File: config.mk
export PLATFORM = sky130hd
export DESIGN_NAME = reaction_ctrl_multi
export DESIGN_NICKNAME = d
export VERILOG_FILES = /design/src/rtl/reaction_ctrl_multi.sv
export SDC_FILE = /design/constraint.sdc
export NUM_CORES = 1
export LEC_CHECK = 0
export BUFFER_PORTS_ARGS = -buffer_cell sky130_fd_sc_hd__buf_4
export CAP_MARGIN = 10
export CELL_PAD_IN_SITES_DETAIL_PLACEMENT = 1
export CELL_PAD_IN_SITES_GLOBAL_PLACEMENT = 1
export CORE_MARGIN = 2
export CORE_UTILIZATION = 45
export CTS_BUF_LIST = sky130_fd_sc_hd__clkbuf_4
export DETAILED_ROUTE_END_ITERATION = 8
export GPL_TIMING_DRIVEN = 0
export PLACE_DENSITY_LB_ADDON = 0.1
export SETUP_SLACK_MARGIN = 0.5
export SLEW_MARGIN = 40
export SYNTH_ARGS = -nofsm -noshare
export SYNTH_HDL_FRONTEND = slang
export SYNTH_SLANG_ARGS = --single-unit
File: constraint.sdc
create_clock -name clock -period 3.7 [get_ports clock]
set_clock_uncertainty 0.15 [all_clocks]
set_input_delay 0 -clock clock [delete_from_list [all_inputs] [get_ports clock]]
set_output_delay 0 -clock clock [all_outputs]
set_load 0.1 [all_outputs]
File: src/rtl/reaction_ctrl_multi.sv
// rtl/reaction_ctrl_multi.sv - multi-player reaction-game round sequencer
// Random pre-stimulus delay, foul detection, ms reaction timing, winner arbitration, best-time register.
module reaction_ctrl_multi #(
  parameter int NUM_PLAYERS = 2,
  parameter int CNT_W       = 14,
  parameter int TICK_DIV    = 50000,
  parameter int MIN_DELAY   = 500,
  parameter int DELAY_W     = 12,
  parameter int TIMEOUT     = 9999,
  localparam int PW         = (NUM_PLAYERS > 1) ? $clog2(NUM_PLAYERS) : 1
) (
  input  logic                   clock,
  input  logic                   reset,
  input  logic                   start,
  input  logic [NUM_PLAYERS-1:0] stop,
  input  logic                   show_high,
  input  logic                   clear_high,
  output logic                   stim_led,
  output logic                   timing,
  output logic [CNT_W-1:0]       result_ms,
  output logic                   result_valid,
  output logic                   timeout,
  output logic [PW-1:0]          winner,
  output logic                   foul,
  output logic [PW-1:0]          foul_player,
  output logic [CNT_W-1:0]       high_score,
  output logic                   high_enable,
  output logic [2:0]             state_out
);
  localparam int PS_W  = $clog2(TICK_DIV);
  localparam int DLY_W = $clog2(MIN_DELAY + 2**DELAY_W) + 1;

  typedef enum logic [2:0] {
    IDLE    = 3'd0,
    ARMED   = 3'd1,
    TIMING  = 3'd2,
    DONE    = 3'd3,
    FOUL    = 3'd4,
    HISCORE = 3'd5
  } state_t;

  state_t state, next_state;

  logic [15:0]            lfsr;
  logic [PS_W-1:0]        presc;
  logic [DLY_W-1:0]       delay;
  logic [CNT_W-1:0]       count;
  logic                   start_q;
  logic [NUM_PLAYERS-1:0] stop_q;
  logic                   timeout_q;

  logic                   start_edge;
  logic [NUM_PLAYERS-1:0] stop_edge;
  logic                   any_stop;
  logic                   tick;
  logic [PW-1:0]          stop_idx;

  logic load_delay, clr_presc, clr_count;
  logic latch_press, latch_timeout, latch_foul, clr_high;

  assign start_edge = start & ~start_q;
  assign stop_edge  = stop & ~stop_q;
  assign any_stop   = |stop_edge;
  assign tick       = (presc == PS_W'(TICK_DIV - 1));

  // Lowest-numbered player wins ties.
  always_comb begin
    stop_idx = '0;
    for (int i = NUM_PLAYERS - 1; i >= 0; i--) begin
      if (stop_edge[i]) stop_idx = PW'(i);
    end
  end

  always_ff @(posedge clock or posedge reset) begin
    if (reset) state <= IDLE;
    else       state <= next_state;
  end

  always_comb begin
    next_state    = state;
    load_delay    = 1'b0;
    clr_presc     = 1'b0;
    clr_count     = 1'b0;
    latch_press   = 1'b0;
    latch_timeout = 1'b0;
    latch_foul    = 1'b0;
    clr_high      = 1'b0;
    case (state)
      IDLE: begin
        if (start_edge) begin
          next_state = ARMED;
          load_delay = 1'b1;
          clr_presc  = 1'b1;
        end else if (show_high) begin
          next_state = HISCORE;
        end else if (clear_high) begin
          clr_high = 1'b1;
        end
      end
      ARMED: begin
        if (any_stop) begin
          next_state = FOUL;
          latch_foul = 1'b1;
        end else if (tick && delay <= DLY_W'(1)) begin
          next_state = TIMING;
          clr_presc  = 1'b1;
          clr_count  = 1'b1;
        end
      end
      TIMING: begin
        if (any_stop) begin
          next_state  = DONE;
          latch_press = 1'b1;
        end else if (tick && count >= CNT_W'(TIMEOUT - 1)) begin
          next_state    = DONE;
          latch_timeout = 1'b1;
        end
      end
      DONE, FOUL: begin
        if (start_edge) begin
          next_state = ARMED;
          load_delay = 1'b1;
          clr_presc  = 1'b1;
        end
      end
      HISCORE: begin
        if (!show_high) next_state = IDLE;
      end
      default: next_state = IDLE;
    endcase
  end

  always_ff @(posedge clock or posedge reset) begin
    if (reset) begin
      lfsr         <= 16'hACE1;
      presc        <= '0;
      delay        <= '0;
      count        <= '0;
      start_q      <= 1'b0;
      stop_q       <= '0;
      result_ms    <= '0;
      result_valid <= 1'b0;
      timeout_q    <= 1'b0;
      winner       <= '0;
      foul_player  <= '0;
      high_score   <= '1;
    end else begin
      lfsr    <= {lfsr[14:0], lfsr[15] ^ lfsr[13] ^ lfsr[12] ^ lfsr[10]};
      start_q <= start;
      stop_q  <= stop;

      if (clr_presc || tick) presc <= '0;
      else                   presc <= presc + 1'b1;

      if (load_delay)                 delay <= DLY_W'(MIN_DELAY) + DLY_W'(lfsr[DELAY_W-1:0]);
      else if (state == ARMED && tick) delay <= delay - 1'b1;

      if (clr_count)                    count <= '0;
      else if (state == TIMING && tick) count <= count + 1'b1;

      if (latch_press) begin
        result_ms <= count;
        winner    <= stop_idx;
        timeout_q <= 1'b0;
      end else if (latch_timeout) begin
        result_ms <= CNT_W'(TIMEOUT);
        winner    <= '0;
        timeout_q <= 1'b1;
      end

      if (latch_foul) foul_player <= stop_idx;

      result_valid <= latch_press | latch_timeout;

      // Best time is compared during the single result_valid cycle; ties keep the old record.
      if (clr_high) high_score <= '1;
      else if (result_valid && !timeout_q && result_ms < high_score) high_score <= result_ms;
    end
  end

  assign stim_led    = (state == TIMING) || (state == DONE);
  assign timing      = (state == TIMING);
  assign foul        = (state == FOUL);
  assign high_enable = (state == HISCORE);
  assign timeout     = timeout_q && (state == DONE);
  assign state_out   = state;

endmodule

# Yosys cells after proc, flatten, opt, wreduce, memory -nomap -nowiden
# Cells that the tools add are included.
# Widths: inputs -> output; s select.
# classes
n_addsub,4
magnitude_cmp,3
n_eq_ne,11
muxes,40
bitwise_logic,8
n_reduce_logical,19
# op_table
cell,count
$mux 14,8
$mux 3,8
$mux 1,21
$add 16x1->16 const B,1
$eq 16x16->1 const B,1
$mux 16,1
$pmux 3 s5,1
$add 14x1->14 const B,1
$ge 14x14->1 const B,1
$le 14x1->1 const B,1
$lt 14x14->1,1
$sub 14x1->14 const B,1
$add 9x12->13 const A,1
$reduce_bool 2->1,4
$logic_and 1x1->1,7
$eq 3x2->1 const B,2
$eq 3x3->1 const B,2
$ne 3x3->1 const B,2
$reduce_and 5->1,1
$ne 2x2->1 const B,2
$reduce_or 2->1,2
$eq 3x1->1 const B,1
$logic_not 3->1,1
$ne 3x1->1 const B,1
10 further kinds,13
# totals
regBits,98
input_bits,7
out_inout_bits,39
wordCells,98

# Longest topological paths before layout
# Gate-level depths: netlist (run 1).
# depth
depth_word,7
mapped_depth,9
mapped_depth_nobuf,9

# Worst setup path before layout (run 1)
# Ideal clock, no wire load.
# synth_path
path_kind,flip-flop to flip-flop
startpoint,register state[2] (netlist: state_out[2])
endpoint,register result_ms[10]
setup_time_ns,0.121
arrival_ns,3.702
required_time_ns,3.429
path_slack_ns,-0.274
path_stages_with_launch,8
path_buffers,0
synth_period_minus_slack_ns,3.974
path_cell_list,dfrtp_1 > nand2b_2 > inv_1 > nand2b_1 > clkinv_1 > nand2_1 > clkinv_1 > o22a_1
# synth_between
elab_chain_cells,3
word_cells_on_any_way,5
classes_between,1 x eq/ne; 3 x mux; 1 x reduce/logical
# synth_rtl
item,line,source
from (decl),42,"state_t state, next_state;"
from (signal assigned),76,else state <= next_state;
$eq 3x2->1 *,-,
net timing,19,"output logic timing,"
$mux 1,88,case (state)
$mux 14 / $reduce_bool 2->1 (equally long branches),-,
to (signal assigned),162,result_ms <= count;
to (signal assigned),166,result_ms <= CNT_W'(TIMEOUT);
to (decl),20,"output logic [CNT_W-1:0] result_ms,"
# The timed path passes the listed nets; every way through them passes the cells marked *.
# A chain may end at the register's enable or synchronous reset.

# Worst setup path after layout (run 1)
# layout_path
startpoint,register high_score[3]
endpoint,register high_score[1]
# layout_between
elab_chain_cells,3
# layout_rtl
item,line,source
from (decl),26,"output logic [CNT_W-1:0] high_score,"
from (signal assigned),177,else if (result_valid && !timeout_q && result_ms < high_score) high_score <= result_ms;
$lt 14x14->1,177,
$logic_and 1x1->1,177,
$reduce_bool 2->1 (no line),-,
# No other way between the ends.

==> flow_summary.ini, run 1 <==
[status]
outcome = finished clean

[sta]
whs_ns = 0.0542
worst_slack_ns = 0.820
grt_setup_unrepaired = no
worst_pin_slew_ns = 0.682
slew_headroom_pct = 54.4
final_max_slew_viol_count = 0
setup-tns-final_ns = 0
finalCritPeriodShare_pct = 77.8
fmax_ghz = 0.347
setup_violations = 0
period_needed_ns = 2.88
finalHoldViolCount = 0

[setup_path]
reg2reg_slack_ns = 0.82
crit_path_end_kind = register
path_max_fanout = 10
worstPathArrival_ns = 3.14
cp_num_buf_inv = 2
r2r_cells = 9
crit_chain = inv_1, ha_1, a21o_1, a211oi_1, o21ai_0, a211o_1, and2_1, clkbuf_1, a211o_1
critPathTopFamily = compound AO/OA/AOI/OAI gates
reg2reg_from = high_score[3]
cp_slowest_stage_delay_ns = 0.57
crit_slowest_cell = dfstp_2
cp.required_ns = 3.96
worstSetupPathType = reg2reg
reg2reg_to = high_score[1]
cp-start-kind = register
crit_top_cell = a211o_1

[finish]
final_nets = 548
n_fill_cell = 1195
multi_input_area_um2 = 2170
finalInstanceArea_um2 = 5560
drive_gt1_share_pct = 20.3
seqCellArea_um2 = 2480
area_growth_pct = 15.6

[global_routing]
grt_util_met3_pct = 3.03
grt_pass1_wl_mm = 19.8
grt_pass1_vias = 3904
grtUsageMet1_pct = 28.0
busiest_layer = met2
grt_usage_pct = 22.3
antenna_found_initial = 1
overflow = 0
grtUsageMet2_pct = 38.2
grt_max_degree = 72

[synthesis]
muxShareOfSynthArea_pct = 0.754
synth_edf_count = 0
ys.flop_type = dfrtp_1
synth_compound_area_share_pct = 13.1
synth_adder_area_share_pct = 4.94
synthCells = 460
syn_area_per_cell_um2 = 10.5
ys_types = 61
syn-cell-area_um2 = 4810
yosys_warnings = 0
async_reset_ff_share_pct = 100
ys_seq_area_share_pct = 51.5
synth_top_family_by_area = simple AND/OR/NAND/NOR gates
ys_ff_latch = 98
synthSimpleGateAreaFrac_pct = 17.2
synthXorXnorAreaFrac_pct = 8.74
synth_nets = 486

[routing]
drt-total-wl_mm = 11.7
first_pass_iters = 4
detail_route.iter0.violations = 122
vias_per_cell = 5.48
vias = 3642
drc = 0
wire_per_inst_um = 17.6
antenna_left = 0

[placement]
dp_slack_ns = 0.837
post-dp-hpwl_mm = 8.89
port_buffers = 45
place_congestion = 0.902
placed_area_um2 = 5370

[floorplanning]
rows = 37
die_w_um = 107
core_um2 = 10400
die_y_um = 107
io-pin-count = 46
start_util_pct = 46.4
fp.dieArea_um2 = 11500

[cts]
cts_resized = 0
cts_buffers = 9
insertion_delay_ns = 0.47
clock-sinks = 98
cts_tree = yes
clock_path_buffers = 2
clkTransAtPathRegs_ns = 0.14
cts_root_buffer = clkbuf_4
htreeDepth = 3

[worst_hold_path]
hold_end = start_q
hp-start = start
min_path_cells = 2
hp-class = in2reg

[power]
p_int_uw = 2360
ir_worst_vdd_mv = 0.628
power_density_nw_per_um2 = 906
pwr-share-seq_pct = 33.1
netSwitchingFraction_pct = 53.1
power.net_switching_uw = 2680
clkPwrFrac_pct = 11.7
leakagePower_uw = 0.00253
combPwrFrac_pct = 55.2

[job]
drv_cap = 0
-- placed cells by master (no fill, tap or decap), types with 6 or more instances in the layout --
cell,n
a22o_1,6
dfstp_2,22
a21oi_1,16
a31oi_1,9
nand4_1,6
xor2_1,17
inv_1,28
buf_4,46
clkbuf_4,13
nor3_1,7
a21boi_0,9
nand3_1,12
o21ai_0,13
nor2_1,60
and3_1,12
o22a_1,6
dfrtp_1,74
ha_1,19
a211o_1,9
clkbuf_1,10
nand2_1,21
xnor2_1,31
-- layer usage --
layer,part of all wire [%],routed length (µm),up-vias
met5,0,0,-
li1,-,-,1727
met2,51,5910,65
met3,2.6,302,21
met4,3.0,352,0
met1,44,5120,1829
-- cells by family (layout without fill, tap and decap cells) --
logic type               count (synthesis)  count (layout)
buffers and inverters                   44             111
AO/OA/AOI/OAI                           90              90
XOR/XNOR                                48              48
multiplexers                             3               3
other                                    0               1
flip-flops                              98              98
adder cells (fa/ha/maj)                 19              19
AND/OR/NAND/NOR                        158             158
-- power groups by stage --
stage          logic (µW)  clock network, µW  registers (µW)
2_1_floorplan         963                  0            2880
4_1_cts              2800                612            1670
3_3_place_gp         2720                  0            1670
3_5_place_dp         2790                  0            1690
5_1_grt              2970                653            1710
6_report             2780                590            1670
-- timing repair --
item | in CTS | in global routing
endpoints found under the setup margin | 0 | 0
endpoints found under the hold margin | 104 | 0
hold buffers | 5 | 0
buffers inserted | 0 | 0
-- layout make-up --
class / count / area share (%)
clock buffers: 13 / 1.75
clock inverters: 3 / 0.765
inverters: 31 / 2.25
diodes: 1 / 0.0450
plain buffers: 13 / 1.08
well taps: 136 / 3.06
repair buffers: 51 / 7.47
multi-input cells: 318 / 38.9
flip-flops and latches: 98 / 44.6
-- sequential cells by signal (all words and copies together), names as in the netlist, 2 cells and up --
signal,count
count,14
delay,14
high_score,14
lfsr,16
presc,16
result_ms,14
state_out,3
stop_q,2
-- cells in the mapped netlist (2+ instances only) --
cell / count / share of area, %
a2111oi_0: 2 / 0.36
dfrtp_1: 76 / 40
a21oi_1: 16 / 1.7
nand2b_1: 4 / 0.52
nor3b_1: 3 / 0.47
nor2b_1: 5 / 0.65
o21ai_0: 13 / 1.4
and2b_2: 2 / 0.36
nand3_1: 12 / 1.2
nor4_1: 3 / 0.39
and4_1: 5 / 0.91
inv_1: 29 / 2.3
a21boi_0: 9 / 1.4
and3_1: 12 / 1.6
o211ai_1: 3 / 0.47
nor3_1: 8 / 0.83
nand2_1: 21 / 1.6
a21o_1: 3 / 0.47
a211o_1: 9 / 1.6
xnor2_1: 31 / 5.6
and2_1: 2 / 0.26
nor2_1: 60 / 4.7
a2bb2oi_1: 2 / 0.36
a211oi_1: 2 / 0.31
o311ai_0: 2 / 0.36
o31ai_1: 3 / 0.47
a22o_1: 6 / 1.1
o22a_1: 6 / 1.1
clkbuf_1: 10 / 0.78
xor2_1: 17 / 3.1
dfstp_2: 22 / 12
nand4_1: 6 / 0.78
ha_1: 19 / 4.9
a31oi_1: 9 / 1.2
clkinv_1: 2 / 0.16
-- through the flow --
| stage | util (%) | power (µW) | instances |
|---|---|---|---|
| 6_report | 53.6 | 5040 | 664 |
| 5_1_grt | 53.6 | 5330 | 664 |
| 4_1_cts | 53.6 | 5090 | 663 |
| 3_5_place_dp | 51.8 | 4480 | 642 |
| 3_3_place_gp | 51.4 | 4400 | 641 |
| 2_1_floorplan | - | 3840 | 460 |
-- worst max-delay path by stage --
stage | from | end | slack (ns) | cells after the start
final | high_score[3] | high_score[1] | 0.82 | 9
after global routing | count[0] | result_ms[13] | 0.67 | 9
after CTS | high_score[3] | high_score[1] | 0.82 | 9
after detailed placement | high_score[3] | high_score[1] | 0.84 | 9
after global placement | reset | state_out[1] | -0.47 | 2
after floorplan | state_out[2] | count[13] | 0.54 | 8
(Power assumes the default switching activity.)
==> run 2: changes to the inputs <==
==> constraint.sdc (replaced) <==
create_clock -name clock -period 2.7 [get_ports clock]
set_clock_uncertainty 0.15 [all_clocks]
set_input_delay 0 -clock clock [delete_from_list [all_inputs] [get_ports clock]]
set_output_delay 0 -clock clock [all_outputs]
set_load 0.1 [all_outputs]
==> run 2 against run 1 <==
  * Register-to-register slack worse by 0.63 ns
  * Cell area rose by 16%
  * Combinational power grew 52%
  * Power increased by 51%
  * First-iteration DRC count grew 45%
  * Core utilization increased by 8.7 points
  * Setup slack got worse by 0.63 ns
  * Final cell count grew 4.8%
  * Critical endpoint is now high_score[13]
  * Count of clock-buffer cells in the layout decreased by 2
  * Largest cell class is now multi-input combinational cells
  * Global-route usage up 0.69 points
  * Sequential share of layout area decreased by 5.5 points
  * Sequential cell count unchanged
==> flow_summary.ini, run 2 (same netlist as run 1, synthesis figures left out) <==
[status]
outcome = finished clean

[power]
power_density_nw_per_um2 = 1180
leakagePower_uw = 0.00287
ir_worst_vdd_mv = 0.875

[routing]
detail_route.iter0.violations = 177
wire_per_inst_um = 19.2
vias = 3908
drt-total-wl_mm = 13.3
first_pass_iters = 4
antenna_left = 0
drc = 0
vias_per_cell = 5.61

[cts]
clkTransAtPathRegs_ns = 0.16
cts_buffers = 9
htreeDepth = 3
clock_path_buffers = 2
clock-sinks = 98
insertion_delay_ns = 0.46
cts_root_buffer = clkbuf_4
cts_tree = yes

[placement]
post-dp-hpwl_mm = 8.76
place_congestion = 0.817
placedCellCount = 645
placed_area_um2 = 5680
dp_slack_ns = -0.0746
port_buffers = 45

[global_routing]
overflow = 0
antenna_found_initial = 0
grt_usage_pct = 23.0
grt_pass1_vias = 4136
grt_pass1_wl_mm = 20.7
grt_max_degree = 27

[worst_hold_path]
hp-class = in2reg
hold_end = stop_q[0]
hp-start = stop[0]
min_path_cells = 2

[setup_path]
crit_path_end_kind = register
reg2reg_from = high_score[3]
crit_top_cell = a211o_1
worstSetupPathType = reg2reg
worstPathArrival_ns = 2.77
crit_chain = inv_4, ha_4, a21o_1, a211oi_2, o21ai_1, a211o_1, and2_4, buf_8, a211o_1
crit_slowest_cell = dfstp_4
r2r_cells = 9
cp.required_ns = 2.96
reg2reg_slack_ns = 0.19
cp-start-kind = register
path_max_fanout = 10
cp_slowest_stage_delay_ns = 0.67
reg2reg_to = high_score[13]

[sta]
worst_slack_ns = 0.187
slew_headroom_pct = 45.2
finalCritPeriodShare_pct = 93.1
worst_pin_slew_ns = 0.822
whs_ns = 0.0330
period_needed_ns = 2.51
setup_violations = 0
fmax_ghz = 0.398
final_max_slew_viol_count = 0
finalHoldViolCount = 0
grt_setup_unrepaired = yes

[finish]
finalInstanceArea_um2 = 6470
finish.utilization_pct = 62.4
antenna_cells = 0
layout_common_cells = buf_4 (69), dfrtp_1 (60), nor2_1 (45)
reg.largest.list = lfsr x16, presc x16
area_growth_pct = 34.5
drive_gt1_share_pct = 40.0
final_nets = 581
final_common_cell = buf_4
n_fill_cell = 1089
layout.cells.non_filler = 696

[floorplanning]
core_um2 = 10400
fp.dieArea_um2 = 11500
start_util_pct = 46.4
die_w_um = 107
io-pin-count = 46
die_y_um = 107
rows = 37

[job]
drv_cap = 0
==> run 2: per-layer routing <==
layer	global-route usage (%)	routed length (µm)
met1	27.5	5510
met2	42.1	7160
met3	2.66	340
met4	9.16	323
met5	0	0
==> run 2: metrics by stage <==
step	TNS (ns)	power, µW
global placement	0	6230
finish	0	7610
detailed placement	-0.497	6380
CTS	0	7500
global route	0	7970
floorplan	-0.176	5510
==> run 2: critical path: cells and delay by family (launching register included) <==
kind | cells | cell delay, ns
buffers and inverters | 2 | 0.18
DFF | 1 | 0.67
AOI/OAI and AO/OA | 5 | 1.05
adders and majority gates | 1 | 0.23
and+or+nand+nor | 1 | 0.18
==> run 2: worst max-delay path by stage <==
stage,start,end,slack [ns],depth (start not counted)
3_3_place_gp,presc[10],result_ms[5],0.02,5
6_report,high_score[3],high_score[13],0.19,9
4_1_cts,high_score[3],high_score[3],0.17,9
2_1_floorplan,state_out[2],state_out[0],-0.14,7
5_1_grt,high_score[3],high_score[13],0.11,9
3_5_place_dp,presc[10],result_ms[6],-0.07,5
==> run 2: power breakdown <==
part / switching (µW) / internal, µW
combinational: 2960 / 1260
sequential: 436 / 1950
clock: 514 / 489
total: 3910 / 3700
==> run 2: cell type report <==
type / count / area (µm²) / area share, %
timing repair buffer: 84 / 739 / 11.4
clock inverter: 5 / 103 / 1.59
buffer: 13 / 145 / 2.24
inverter: 31 / 151 / 2.34
tap: 136 / 170 / 2.63
clock buffer: 11 / 82.6 / 1.28
multi-input combinational: 318 / 2550 / 39.4
sequential: 98 / 2530 / 39.1
==> run 2: timing repair <==
action	CTS	global route
hold buffers	4	0
cloned	0	1
pin swaps	15	29
gates resized for setup	47	44
setup endpoints to repair	71	57
buffers inserted	23	7
hold endpoints to repair	100	0
